`config.mk`:
```
export PLATFORM = sky130hd
export DESIGN_NAME = alu_issue
export DESIGN_NICKNAME = d
export VERILOG_FILES = /design/src/rtl/alu_issue.sv
export SDC_FILE = /design/constraint.sdc
export NUM_CORES = 2
export LEC_CHECK = 0
export CORE_MARGIN = 5
export CORE_UTILIZATION = 40
export DETAILED_ROUTE_END_ITERATION = 8
export GPL_TIMING_DRIVEN = 0
export PLACE_DENSITY = 0.55
export SLEW_MARGIN = 20
export SYNTH_ARGS = -nofsm -noshare
export SYNTH_HDL_FRONTEND = slang
export SYNTH_SLANG_ARGS = --single-unit
```
`constraint.sdc`:
```
create_clock -name CLK -period 5.2 [get_ports CLK]
set_clock_uncertainty 0.05 [all_clocks]
set_input_delay 1.04 -clock CLK [delete_from_list [all_inputs] [get_ports CLK]]
set_output_delay 1.04 -clock CLK [all_outputs]
set_load 0.005 [all_outputs]
```
`src/rtl/alu_issue.sv`:
```
// Operand-issue and write-back front end for a single-stage integer ALU.
// Serially issues OP / OP-IMM words from a 32-entry register file and writes the ALU result back.
module alu_issue #(
  parameter int XLEN = 32
) (
  input  logic            CLK,
  input  logic            reset,
  input  logic            instr_valid,
  input  logic [31:0]     instr,
  output logic            instr_ready,
  output logic [31:0]     bus,
  output logic [XLEN-1:0] rs1_out,
  output logic [XLEN-1:0] rs2_out,
  input  logic [XLEN-1:0] alu_in,
  output logic            wb_valid,
  output logic [4:0]      wb_addr,
  output logic [XLEN-1:0] wb_data,
  output logic            illegal,
  input  logic [4:0]      dbg_addr,
  output logic [XLEN-1:0] dbg_data,
  output logic [1:0]      dbg_state
);

  // Handshake: a word is consumed on a rising edge where instr_valid && instr_ready;
  // the producer must hold instr stable with instr_valid high until that edge.

  typedef enum logic [1:0] {
    IDLE = 2'd0,
    EXEC = 2'd1,
    WB   = 2'd2
  } state_t;

  localparam logic [6:0] OPC_OP  = 7'b0110011;
  localparam logic [6:0] OPC_IMM = 7'b0010011;

  state_t          state;
  logic [XLEN-1:0] regs [32];

  logic [4:0]      rs1_idx;
  logic [4:0]      rs2_idx;
  logic            is_op;
  logic            is_imm;
  logic            accept;
  logic [XLEN-1:0] rs1_val;
  logic [XLEN-1:0] rs2_val;
  logic [XLEN-1:0] imm;

  assign rs1_idx     = instr[19:15];
  assign rs2_idx     = instr[24:20];
  assign is_op       = (instr[6:0] == OPC_OP);
  assign is_imm      = (instr[6:0] == OPC_IMM);
  assign imm         = {{(XLEN-12){instr[31]}}, instr[31:20]};
  assign instr_ready = reset && (state == IDLE);
  assign accept      = instr_valid && instr_ready;
  assign dbg_state   = state;

  // x0 is never written, but the read mux keeps it zero regardless of array contents.
  assign rs1_val  = (rs1_idx == 5'd0)  ? '0 : regs[rs1_idx];
  assign rs2_val  = (rs2_idx == 5'd0)  ? '0 : regs[rs2_idx];
  assign dbg_data = (dbg_addr == 5'd0) ? '0 : regs[dbg_addr];

  always_ff @(posedge CLK or negedge reset) begin
    if (!reset) begin
      state    <= IDLE;
      bus      <= '0;
      rs1_out  <= '0;
      rs2_out  <= '0;
      wb_valid <= 1'b0;
      wb_addr  <= '0;
      wb_data  <= '0;
      illegal  <= 1'b0;
      for (int i = 0; i < 32; i++) regs[i] <= '0;
    end else begin
      illegal <= 1'b0;
      case (state)
        IDLE: begin
          if (accept) begin
            if (is_op || is_imm) begin
              rs1_out <= rs1_val;
              rs2_out <= is_op ? rs2_val : imm;
              // Immediate forms clear funct7 so the ALU never sees SUB/SRA there.
              bus     <= is_op ? instr : {7'b0, instr[24:0]};
              wb_addr <= instr[11:7];
              state   <= EXEC;
            end else begin
              illegal <= 1'b1;
            end
          end
        end
        EXEC: begin
          wb_data  <= alu_in;
          wb_valid <= 1'b1;
          state    <= WB;
        end
        WB: begin
          if (wb_addr != 5'd0) regs[wb_addr] <= wb_data;
          wb_valid <= 1'b0;
          state    <= IDLE;
        end
        default: begin
          wb_valid <= 1'b0;
          state    <= IDLE;
        end
      endcase
    end
  end

endmodule

```
==> impl_metrics.env <==
export IMPL_clock_sinks=1156
export IMPL_ys_ff_latch=1156
export IMPL_cts_setup_buffers=0
export IMPL_place_inst=6875
export IMPL_finalWorstSetupSlack_ns=-0.08841
export IMPL_cp_data_arrival_time_ns=4.20
export IMPL_wl_per_cell_um=41.10
export IMPL_path_clk_slew_ns=0.06
export IMPL_rows=150
export IMPL_ys_types=60
export IMPL_tritoncts="done"
export IMPL_syn_area_per_cell_sq_um=15.16
export IMPL_initialDrtViolationCount=6739
export IMPL_cts_root_buf="clkbuf_16"
export IMPL_final_period_utilization=1.017
export IMPL_ant_nets=0
export IMPL_io_pins=242
export IMPL_cp_start_kind="primary input"
export IMPL_grt_pass1_wl_mm=402.0
export IMPL_vias=48391
export IMPL_final_cell_mix="1156 x dfrtp_1, 860 x mux4_2, 698 x mux2_2"
export IMPL_final_cells=7133
export IMPL_critPathSlowestCell="clkdlybuf4s50_1"
export IMPL_met1_usage=0.4348
export IMPL_cts_made_buffers=140
export IMPL_crit_top_cell="clkdlybuf4s50_1"
export IMPL_seq_area_frac_synth=0.4319
export IMPL_final_common_cell="dfrtp_1"
export IMPL_syn_num_nets=4490
export IMPL_met3_usage=0.1031
export IMPL_cts_path_max_buffers=3
export IMPL_power_density_nw_per_um2=275.9
export IMPL_post_route_drc_count=0
export IMPL_timing_final_hold_violations=0
export IMPL_grtUsageMet2=0.4983
export IMPL_path_cells="clkdlybuf4s50_1 > clkbuf_2 > clkbuf_4 > mux4_2 > inv_1 > o21ai_1 > clkdlybuf4s50_1"
export IMPL_fmax_mhz=189.1
export IMPL_hold_path_class="in2async"
export IMPL_ys_flop_type="dfrtp_1"
export IMPL_cts_htree_levels=4
export IMPL_violations="setup timing"
export IMPL_busiest_layer="met2"
export IMPL_critPathKind="in2out"
export IMPL_start_util=0.4015
export IMPL_clk_latency_ns=0.82
export IMPL_cts_repair_resized=73
export IMPL_synth_edf_count=0
export IMPL_nets=4885
export IMPL_overflow=0
export IMPL_antenna_found_initial=8
export IMPL_drv_cap=0
export IMPL_syn_inst=4418
export IMPL_grt_max_degree=140
export IMPL_reg2reg_depth=5
export IMPL_worst_slew_pin_slew_ns=1.339
export IMPL_nFillCells=14813
export IMPL_grt_pass1_vias=48242
export IMPL_dieArea_sq_um=175700
export IMPL_cts_hold_buf=0
export IMPL_die_w_um=419.2
export IMPL_core_area_sq_um=166800
export IMPL_required_ns=4.11
export IMPL_p_leak_nw=34.23
export IMPL_setup_viol=6
export IMPL_drt_first_pass_iters=6
export IMPL_track_usage=0.3329
export IMPL_gp_congestion=0.9467
export IMPL_netlist_area_sq_um=66980
export IMPL_peakVddDrop_uv=215.0
export IMPL_cp_end_kind="output port"
export IMPL_die_h_um=419.2
export IMPL_vias_per_cell=6.784
export IMPL_slew_limit_headroom=0.1039
export IMPL_critPathMaxStageDelay_ns=0.68
export IMPL_port_buffers=232
export IMPL_status="finished, violations left"
export IMPL_pre_cts_slack_ns=-0.8036
export IMPL_place_hpwl_mm=209.0
export IMPL_drive_above_1_share=0.4290
export IMPL_min_period_ns=5.288
export IMPL_drt_total_wl_mm=293.2
export IMPL_critical_path_max_fanout=10
export IMPL_syn2layout_area_growth_pct=15.66
export IMPL_drv_slew=0
export IMPL_yosys_warnings=0
export IMPL_synth_async_reset_ratio=1.000
==> state kept, by name, indices dropped and copies added, names as in the netlist <==
signal / cells
bus: 32
rs1_out: 32
wb_valid: 1
illegal: 1
rs2_out: 32
dbg_state: 2
regs: 1024
wb_data: 32
==> Yosys cell counts (all sizes together) (6+ instances only) <==
master	instances	area share
nor3	20	0.0016
mux4	860	0.29
nand2	196	0.011
a211oi	38	0.0043
nor2	122	0.0070
or3	6	0.00056
dfrtp	1156	0.43
a21o	31	0.0035
nand3	23	0.0017
o221ai	23	0.0030
mux2	1047	0.18
o21ai	45	0.0034
nor4	32	0.0030
inv	39	0.0022
mux2i	25	0.0037
o22ai	40	0.0037
buf	238	0.019
a21oi	31	0.0023
nor2b	60	0.0056
clkbuf	280	0.016
a31oi	24	0.0022
nand4	19	0.0018
nand2b	8	0.00075
==> logic make-up (layout without fill, tap and decap cells) <==
kind of cell / count (synthesis) / in the layout / synth area share
flip-flops: 1156 / 1156 / 0.4319
AO/OA/AOI/OAI: 258 / 258 / 0.02587
buffers and inverters: 557 / 1060 / 0.03689
multiplexers: 1932 / 1932 / 0.4689
AND/OR/NAND/NOR: 515 / 515 / 0.03644
other: 0 / 8 / 0
==> worst max-delay path: cells and delay by family <==
family | cells | cell delay [ns]
compound gates | 1 | 0.48
buf+inv | 5 | 2.38
mux | 1 | 0.27
==> metrics by stage <==
stage	hold WS [ns]	total power, mW	setup TNS, ns	util	area (sq um)
2_1_floorplan	0.3913	10.20	0	-	66980
3_3_place_gp	0.3981	11.49	-	0.4319	72060
3_5_place_dp	0.4023	11.48	-19.29	0.4357	72690
4_1_cts	0.03271	21.43	0	0.4641	77440
5_1_grt	0.05425	21.87	-0.0008935	0.4642	77450
6_report	0.06472	21.38	-0.1528	0.4643	77470
==> metal layers <==
metal | vias to the layer above | part of all wire | wire length [um]
li1 | 18151 | - | -
met1 | 26342 | 0.38 | 112000
met2 | 3125 | 0.45 | 130500
met3 | 769 | 0.11 | 31330
met4 | 4 | 0.066 | 19250
met5 | - | 0.000072 | 21
==> final timing paths <==
check | from | endpoint | slack (ns)
worst max-delay path | dbg_addr[3] | dbg_data[17] | -0.09
worst min-delay path | reset | bus[10] | 0.06
worst max register to register | bus[8] | regs[54] | 1.40
worst min register to register | bus[26] | bus[26] | 0.42
max in group asynchronous | reset | regs[47] | 2.18
min in group CLK | bus[26] | bus[26] | 0.42
==> report_power, final <==
part / total (mW) / internal, mW / switching, mW
Combinational: 2.18 / 0.681 / 1.50
Clock: 10.0 / 5.74 / 4.26
Sequential: 9.20 / 9.08 / 0.115
Total: 21.4 / 15.5 / 5.87
==> layout make-up <==
cell class,count,area [sq um],share of cell area
tap,2204,2758,0.03560
clock buffer,197,4080,0.05267
inverter,39,146.4,0.001890
buffer,518,2594,0.03348
clock inverter,53,513.0,0.006622
timing repair buffer,253,2799,0.03613
sequential,1156,28930,0.3734
multi-input combinational,2705,35630,0.4600
antenna,8,20.02,0.0002584
Power figures use the tool's default switching activity.
